File: config.mk
export PLATFORM = sky130hd
export DESIGN_NAME = fetch_unit
export DESIGN_NICKNAME = d
export VERILOG_FILES = /design/src/rtl/core_pkg.sv /design/src/rtl/sync_fifo.sv /design/src/rtl/fetch_unit.sv
export SDC_FILE = /design/constraint.sdc
export NUM_CORES = 1
export LEC_CHECK = 0
export CORE_AREA = 4 4 137 139
export CTS_BUF_LIST = sky130_fd_sc_hd__clkbuf_16
export CTS_CLUSTER_DIAMETER = 120
export DETAILED_ROUTE_END_ITERATION = 10
export DIE_AREA = 0 0 141 143
export PLACE_DENSITY = 0.83
export SYNTH_ARGS = -nofsm -noshare
export SYNTH_HDL_FRONTEND = slang
export SYNTH_SLANG_ARGS = --single-unit
File: constraint.sdc
create_clock -name clk -period 4.6 [get_ports clk]
set_clock_uncertainty 0.15 [all_clocks]
set_input_delay 0.69 -clock clk [delete_from_list [all_inputs] [get_ports clk]]
set_output_delay 0.69 -clock clk [all_outputs]
set_load 0.005 [all_outputs]
File: src/rtl/core_pkg.sv
// Shared core-wide constants: datapath width, default reset vector and the canonical NOP.
package core_pkg;

    localparam int unsigned CORE_XLEN = 32;
    localparam int unsigned ILEN      = 32;

    localparam logic [CORE_XLEN-1:0] CORE_RESET_PC = 32'h0000_0000;
    localparam logic [ILEN-1:0]      NOP_INST      = 32'h0000_0013;

endpackage

File: src/rtl/sync_fifo.sv
// Circular-buffer FIFO with synchronous flush; the caller guarantees no push when full.
module sync_fifo #(
    parameter int unsigned WIDTH = 32,
    parameter int unsigned DEPTH = 4
) (
    input  logic                     clk,
    input  logic                     rst,
    input  logic                     i_flush,
    input  logic                     i_push,
    input  logic [WIDTH-1:0]         i_push_data,
    input  logic                     i_pop,
    output logic [WIDTH-1:0]         o_data_out,
    output logic [$clog2(DEPTH):0]   o_count,
    output logic                     o_empty
);

    localparam int unsigned AW = $clog2(DEPTH);
    localparam int unsigned CW = AW + 1;

    logic [WIDTH-1:0] r_mem [DEPTH];
    logic [AW-1:0]    r_wr_ptr;
    logic [AW-1:0]    r_rd_ptr;
    logic [CW-1:0]    r_count;
    logic             w_full;
    logic             w_do_push;
    logic             w_do_pop;

    assign w_full    = (r_count == CW'(DEPTH));
    assign o_empty   = (r_count == '0);
    assign w_do_push = i_push & ~w_full & ~i_flush;
    assign w_do_pop  = i_pop & ~o_empty & ~i_flush;

    // Pointers wrap naturally because DEPTH is a power of two.
    always_ff @(posedge clk) begin
        if (!rst || i_flush) begin
            r_wr_ptr <= '0;
            r_rd_ptr <= '0;
            r_count  <= '0;
        end else begin
            if (w_do_push) begin
                r_wr_ptr <= r_wr_ptr + AW'(1);
            end
            if (w_do_pop) begin
                r_rd_ptr <= r_rd_ptr + AW'(1);
            end
            case ({w_do_push, w_do_pop})
                2'b10:   r_count <= r_count + CW'(1);
                2'b01:   r_count <= r_count - CW'(1);
                default: r_count <= r_count;
            endcase
        end
    end

    always_ff @(posedge clk) begin
        if (w_do_push) begin
            r_mem[r_wr_ptr] <= i_push_data;
        end
    end

    assign o_data_out = r_mem[r_rd_ptr];
    assign o_count    = r_count;

endmodule

File: src/rtl/fetch_unit.sv
// Decoupled instruction fetch: credit-limited in-order requests, prefetch queue,
// and redirect handling that flushes the queue and drops stale in-flight responses.
module fetch_unit
    import core_pkg::*;
#(
    parameter int unsigned     XLEN     = CORE_XLEN,
    parameter int unsigned     DEPTH    = 4,
    parameter logic [XLEN-1:0] RESET_PC = XLEN'(CORE_RESET_PC)
) (
    input  logic            clk,
    input  logic            rst,
    output logic            imem_req_valid,
    input  logic            imem_req_ready,
    output logic [XLEN-1:0] imem_req_addr,
    input  logic            imem_rsp_valid,
    input  logic [ILEN-1:0] imem_rsp_data,
    input  logic            redirect_valid,
    input  logic [XLEN-1:0] redirect_pc,
    output logic            inst_valid,
    input  logic            inst_ready,
    output logic [ILEN-1:0] inst_data,
    output logic [XLEN-1:0] inst_pc
);

    localparam int unsigned     CW     = $clog2(DEPTH) + 1;
    localparam int unsigned     IW     = CW + 1;
    localparam logic [XLEN-1:0] PC_INC = XLEN'(4);

    logic [XLEN-1:0] r_fetch_pc;
    logic [XLEN-1:0] r_head_pc;
    logic [CW-1:0]   r_outstanding;
    logic [CW-1:0]   r_drop_cnt;

    logic [XLEN-1:0] w_redirect_target;
    logic [CW-1:0]   w_count;
    logic [IW-1:0]   w_inflight;
    logic            w_credit;
    logic            w_req_fire;
    logic            w_pop;
    logic            w_push;
    logic            w_drop_rsp;
    logic            w_fifo_empty;
    logic [ILEN-1:0] w_fifo_data;

    assign w_redirect_target = redirect_pc & ~XLEN'(3);

    // Credit counts both queued words and words still in flight, so a push never overflows.
    assign w_inflight = {1'b0, r_outstanding} + {1'b0, w_count};
    assign w_credit   = (w_inflight < IW'(DEPTH));

    assign imem_req_valid = rst & ~redirect_valid & w_credit;
    assign imem_req_addr  = r_fetch_pc;
    assign w_req_fire     = imem_req_valid & imem_req_ready;

    assign inst_valid = rst & ~redirect_valid & ~w_fifo_empty;
    assign inst_pc    = r_head_pc;
    assign inst_data  = w_fifo_empty ? NOP_INST : w_fifo_data;
    assign w_pop      = inst_valid & inst_ready;

    assign w_drop_rsp = (r_drop_cnt != '0);
    assign w_push     = rst & imem_rsp_valid & ~redirect_valid & ~w_drop_rsp;

    // A redirect discards everything still in flight, including drops owed to earlier redirects.
    always_ff @(posedge clk) begin
        if (!rst) begin
            r_fetch_pc    <= RESET_PC;
            r_head_pc     <= RESET_PC;
            r_outstanding <= '0;
            r_drop_cnt    <= '0;
        end else if (redirect_valid) begin
            r_fetch_pc    <= w_redirect_target;
            r_head_pc     <= w_redirect_target;
            r_outstanding <= r_outstanding - CW'(imem_rsp_valid);
            r_drop_cnt    <= r_outstanding - CW'(imem_rsp_valid);
        end else begin
            if (w_req_fire) begin
                r_fetch_pc <= r_fetch_pc + PC_INC;
            end
            if (w_pop) begin
                r_head_pc <= r_head_pc + PC_INC;
            end
            r_outstanding <= r_outstanding + CW'(w_req_fire) - CW'(imem_rsp_valid);
            if (imem_rsp_valid && w_drop_rsp) begin
                r_drop_cnt <= r_drop_cnt - CW'(1);
            end
        end
    end

    sync_fifo #(
        .WIDTH (ILEN),
        .DEPTH (DEPTH)
    ) u_queue (
        .clk         (clk),
        .rst         (rst),
        .i_flush     (redirect_valid),
        .i_push      (w_push),
        .i_push_data (imem_rsp_data),
        .i_pop       (w_pop),
        .o_data_out  (w_fifo_data),
        .o_count     (w_count),
        .o_empty     (w_fifo_empty)
    );

endmodule

# Word-level counts from Yosys, hierarchy flattened
# Memory sizes are Yosys's and may differ from the RTL's. A register that Yosys moved wholly into a read port is not among the register bits.
# Index checks and enable logic that the tools add are counted.
# W data, S select, Z words.
# op_classes
n_eq_ne	3
reduce_logical	10
mux	13
bitwise	17
magnitude_cmp	1
add_sub_neg	11
# ops
cell	n
$mux W32	5
$add A32 B3 Y32 const B	2
$and A1 B1 Y1	12
$mux W3	3
$reduce_bool A2 Y1	4
$pmux W3 S2	1
$sub A3 B1 Y3	2
$sub A3 B1 Y3 const B	2
$not A1 Y1	5
$add A2 B1 Y2 const B	2
$add A3 B3 Y4	1
$lt A4 B3 Y1 const B	1
$mux W2	2
$add A3 B1 Y3	1
$add A3 B1 Y3 const B	1
$eq A3 B3 Y1 const B	1
$logic_not A3 Y1	1
$reduce_bool A3 Y1	1
$eq A2 B1 Y1 const B	1
$eq A2 B2 Y1 const B	1
$mux W1	2
$reduce_or A2 Y1	1
$logic_and A1 B1 Y1	1
$logic_not A1 Y1	1
$logic_or A1 B1 Y1	1
# word_totals
ramBits	128
reg_bits	77
inputBits	70
out_inout_bits	98
memories	1
elab_cells	65
# memory_table
memory	words	width	rd	rd_ports_with_merged_regs	wr	line	rtl
u_queue.r_mem	4	32	1	1	1	sync_fifo.sv:20	logic [WIDTH-1:0] r_mem [DEPTH];

# Depth between registers and ports, before layout
# depth
depth_word	8
depth_mapped	14
depth_no_buf	12

# Hierarchy
# Synthesis repeated with hierarchy kept, for this count alone.
# hier_totals
hier_cells	719
hier_area_um2	9091.2
# by_module_without_submodules
mod	area_per_inst_um2	seq_area_each_um2	cells_per_inst	instances
sync_fifo	5121.2	4023.9	221	1
fetch_unit	3970.1	1321.3	498	1

# Worst setup path before layout
# Ideal clock, no wire load.
# synth_timing
path_type	in2reg
from	input port redirect_valid
to	register r_outstanding[2]
path_stages	14
slack_ns	1.271
path_buffers	3
t_arrival_ns	3.052
setup_ns	0.128
t_required_ns	4.322
path_cell_list	buf_2 -> nand2b_4 -> nor4_4 -> inv_2 -> buf_2 -> buf_1 -> ha_1 -> inv_1 -> ha_1 -> fa_1 -> xor2_1 -> o21ai_0 -> xnor2_1 -> nor2_1
# synth_between
elab_chain_len	7
# synth_rtl
element	line	rtl
start: declaration	fetch_unit.sv:17	input logic redirect_valid,
$not A1 Y1	fetch_unit.sv:51	assign imem_req_valid = rst & ~redirect_valid & w_credit;
$and A1 B1 Y1 (2 in a row)	fetch_unit.sv:51	
$and A1 B1 Y1	fetch_unit.sv:53	assign w_req_fire = imem_req_valid & imem_req_ready;
$add A3 B1 Y3	fetch_unit.sv:82	r_outstanding <= r_outstanding + CW'(w_req_fire) - CW'(imem_rsp_valid);
$sub A3 B1 Y3	fetch_unit.sv:82	
$mux W3 (*)	fetch_unit.sv:70	end else if (redirect_valid) begin
end signal: assignment	fetch_unit.sv:73	r_outstanding <= r_outstanding - CW'(imem_rsp_valid);
end signal: assignment	fetch_unit.sv:82	
end: declaration	fetch_unit.sv:31	logic [CW-1:0] r_outstanding;
# Mark *: on every way between the ends. The rest lies on a longest branch, timed or not.
# A chain may end at the register's enable or synchronous reset.

==> run_results.csv <==
group,metric,value,unit
synthesis,postSynthAreaPerCell,12.5,um2
worst_hold_path,min_path_cells,2,
worst_hold_path,hp-class,"reg2reg",
global_routing,grt_max_degree,45,
timing,relSlewSlack,0.447,
finish,n_antenna_cell,0,
route,drt_iter0_drc,517,
clocking,clk-insertion-delay-late,0.49,ns
route,num_vias,6665,
power_and_ir_drop,power_density,349,nW/um2
placed_design,place_congestion,0.882,
placed_design,dpl_cell_area,11000,um2
global_routing,grt_remaining_overflow,0,
synthesis,synth.largest_area_cell,"edfxtp_1",
job,drv_cap,0,
power_and_ir_drop,power.leakage,3.81,nW
setup_path,crit_required,3.76,ns
clocking,ctsHoldBuffers,0,
global_routing,grt.total_usage,0.220,
clocking,cts_tree,"yes",
global_routing,grt_pass1_wl,35600,um
global_routing,antenna_found_initial,0,
synthesis,synth_edf_count,128,
clocking,clkSlewWorstSetupHoldPaths,0.06,ns
worst_hold_path,holdPathEnd,"imem_req_addr[14]$_SDFFE_PN0P_",
setup_path,crit_arrival,2.66,ns
synthesis,synth.distinct_cells,67,
clocking,cts_buffers,21,
finish,syn2layout_area_growth,27.6,%
setup_path,cp_max_fo,13,
route,drc,0,
die,num_rows,49,
synthesis,synth_seq_cells,203,
synthesis,synth_top_flop_cell,"edfxtp_1",
setup_path,end_kind,"output port",
route,wl,22200,um
route,first_pass_iters,5,
power_and_ir_drop,power.switching,0.903,mW
timing,period_needed,3.50,ns
synthesis,yosys_warnings,0,
route,avgViaCountPerCell,5.88,
setup_path,cp-start-kind,"register",
synthesis,syn_inst,729,
route,wl_per_cell,19.6,um
synthesis,syn_area,9110,um2
clocking,ctsResizeCount,0,
synthesis,yosysSeqAreaShare,0.586,
setup_path,worstRegToRegCells,12,
global_routing,grt_pass1_vias,6513,
die,io_pins,168,
clocking,cts_sinks,203,
timing,period_share,0.762,
power_and_ir_drop,internal_power,3.16,mW
die,die_w,141,um
timing,fmax,285,MHz
route,ant_nets,0,
die,core_area,17700,um2
power_and_ir_drop,power.share.clock,0.409,
clocking,cts.path.max_buffers,3,
die,die_y,143,um
finish,fin_nets,976,
timing,tightest_slew,0.822,ns
timing,setup-violations-final,0,
setup_path,reg2reg_from,"u_queue.o_count[1]$_SDFFE_PP0P_",
power_and_ir_drop,pwr-share-seq,0.503,
finish,fin_area,11600,um2
die,initial_core_util,0.516,
timing,drv_slew,0,
die,fp.dieArea,20200,um2
worst_hold_path,min_from,"imem_req_addr[14]$_SDFFE_PN0P_",
synthesis,yosysTopAreaCellShare,0.422,
placed_design,dp_hpwl,15000,um
clocking,clockRootBuffer,"clkbuf_16",
setup_path,r2r_slack,1.29,ns
synthesis,synth-async-reset-ratio,0,
power_and_ir_drop,peakVddDrop,222,uV
synthesis,yosys-top-cells-area,"edfxtp_1, dfxtp_1, mux4_2",
timing,rsz0062_at_grt,"false",
power_and_ir_drop,p_comb_frac,0.088,
timing,hold_viol,0,
status,status,"complete, no violations",
clocking,post_cts.repair.setup_buffers,0,
timing,setup_tns,0,ns
placed_design,io_buffers,161,
setup_path,rr_endpoint,"r_outstanding[2]$_SDFF_PN0_",
power_and_ir_drop,swShare,0.222,
clocking,htreeDepth,1,
setup_path,critPathKind,"reg2out",
finish,drive_above_1_share,0.107,
## worst max path at each step
stage / start / endpoint / depth (start not counted)
2_1_floorplan: redirect_valid / r_outstanding[2]$_SDFF_PN0_ / 14
3_3_place_gp: rst / r_outstanding[2]$_SDFF_PN0_ / 12
3_5_place_dp: rst / r_outstanding[2]$_SDFF_PN0_ / 12
4_1_cts: register / inst_data[4] / 4
5_1_grt: register / inst_data[4] / 4
6_report: register / inst_data[4] / 4
## cells in the mapped netlist, types with 2 or more instances
cell type  count
a211oi_1       2
a21oi_1       41
a2bb2oi_1      2
a311o_1        3
a311oi_1       2
a31oi_1       18
a32oi_1        3
a41oi_1        2
and2_1        13
and3_1         5
and4_1        11
buf_2         10
buf_4          5
clkbuf_1      25
clkinv_1       2
dfxtp_1       75
edfxtp_1     128
fa_1           2
ha_1          15
inv_1         24
inv_2          2
mux2_2         3
mux2i_1        2
mux4_2        32
nand2_1       49
nand2b_1       3
nand3_1       23
nand4_1       23
nor2_1        24
nor2b_1       30
nor3_1        14
nor4_1         6
o211a_1        2
o211ai_1       5
o21a_1         7
o21ai_0       33
o311a_1        3
o311ai_0       4
o31a_1         6
or2_2          5
or3_1         10
or4_1          3
xnor2_1       17
xor2_1        12
## layout make-up
type / instances / area (um2)
Fill cell: 1289 / 6030
Multi-Input combinational cell: 459 / 3490
Clock inverter: 16 / 128
Sequential cell: 203 / 5350
Clock buffer: 22 / 551
Timing Repair Buffer: 176 / 1720
Tap cell: 229 / 287
Inverter: 28 / 105
## cell usage in the layout, fill, tap and decap left out, types with 4 or more instances in the layout
master and count:
a21oi_1 41, a31oi_1 18, and2_1 13, and3_1 5, and4_1 11, buf_4 15, clkbuf_16 22, clkdlybuf4s50_1 161
clkinv_1 5, conb_1 4, dfxtp_1 74, edfxtp_1 128, ha_1 15, inv_1 29, mux4_2 32, nand2_1 49
nand3_1 23, nand4_1 23, nor2_1 24, nor2b_1 30, nor3_1 13, nor4_1 6, o211ai_1 5, o21a_1 7
o21ai_0 33, o311ai_0 4, o31a_1 6, or2_2 5, or3_1 10, xnor2_1 17, xor2_1 12
## metal layers
layer / share of wire / wire, um / GRT usage / vias to the layer above
li1: - / - / - / 3094
met1: 0.41 / 9210 / 0.301 / 3229
met2: 0.48 / 10600 / 0.359 / 297
met3: 0.083 / 1840 / 0.0476 / 45
met4: 0.025 / 565 / 0.0622 / 0
met5: 0 / 0 / 0 / -
## power groups by stage
| stage | registers (mW) | logic (mW) | clock network, mW |
|---|---|---|---|
| 2_1_floorplan | 2.07 | 0.164 | 0 |
| 3_3_place_gp | 2.08 | 0.345 | 0 |
| 3_5_place_dp | 2.08 | 0.355 | 0 |
| 4_1_cts | 2.04 | 0.358 | 1.69 |
| 5_1_grt | 2.05 | 0.390 | 1.77 |
| 6_report | 2.04 | 0.357 | 1.66 |
## logic make-up after synthesis
kind of cell / after synthesis / share of synthesized area
compound gates: 140 / 0.0986
xor+xnor: 29 / 0.0279
fa+ha+maj: 17 / 0.0250
buf+inv: 70 / 0.0324
flops: 203 / 0.586
mux: 37 / 0.0850
other cells: 1 / 0.000411
simple gates: 232 / 0.144
## critical path, stage by stage, from the launching register on
cell and delay (ns):
dfxtp_2 0.54, buf_4 0.35, mux4_2 0.52, or2_2 0.31
clkdlybuf4s50_1 0.46
## through the flow
| step | std cells | power [mW] | utilization | setup WS, ns | hold slack, ns |
|---|---|---|---|---|---|
| after floorplan | 732 | 2.24 | - | 1.27 | 0.335 |
| after global placement | 1095 | 2.42 | 0.620 | 1.02 | 0.354 |
| after detailed placement | 1095 | 2.44 | 0.620 | 0.951 | 0.351 |
| after CTS | 1133 | 4.09 | 0.659 | 1.01 | 0.364 |
| after global routing | 1133 | 4.22 | 0.659 | 0.946 | 0.415 |
| final | 1133 | 4.06 | 0.659 | 1.10 | 0.362 |
## registers in the layout, summed over array words and instances, names as in the netlist, named ones only
register          cells
u_queue.o_count       3
imem_req_addr        30
u_queue.r_rd_ptr      2
u_queue.r_wr_ptr      2
inst_pc              30
r_outstanding         3
r_drop_cnt            3
u_queue.r_mem       128
No activity file was read; power rests on OpenSTA's default activity.
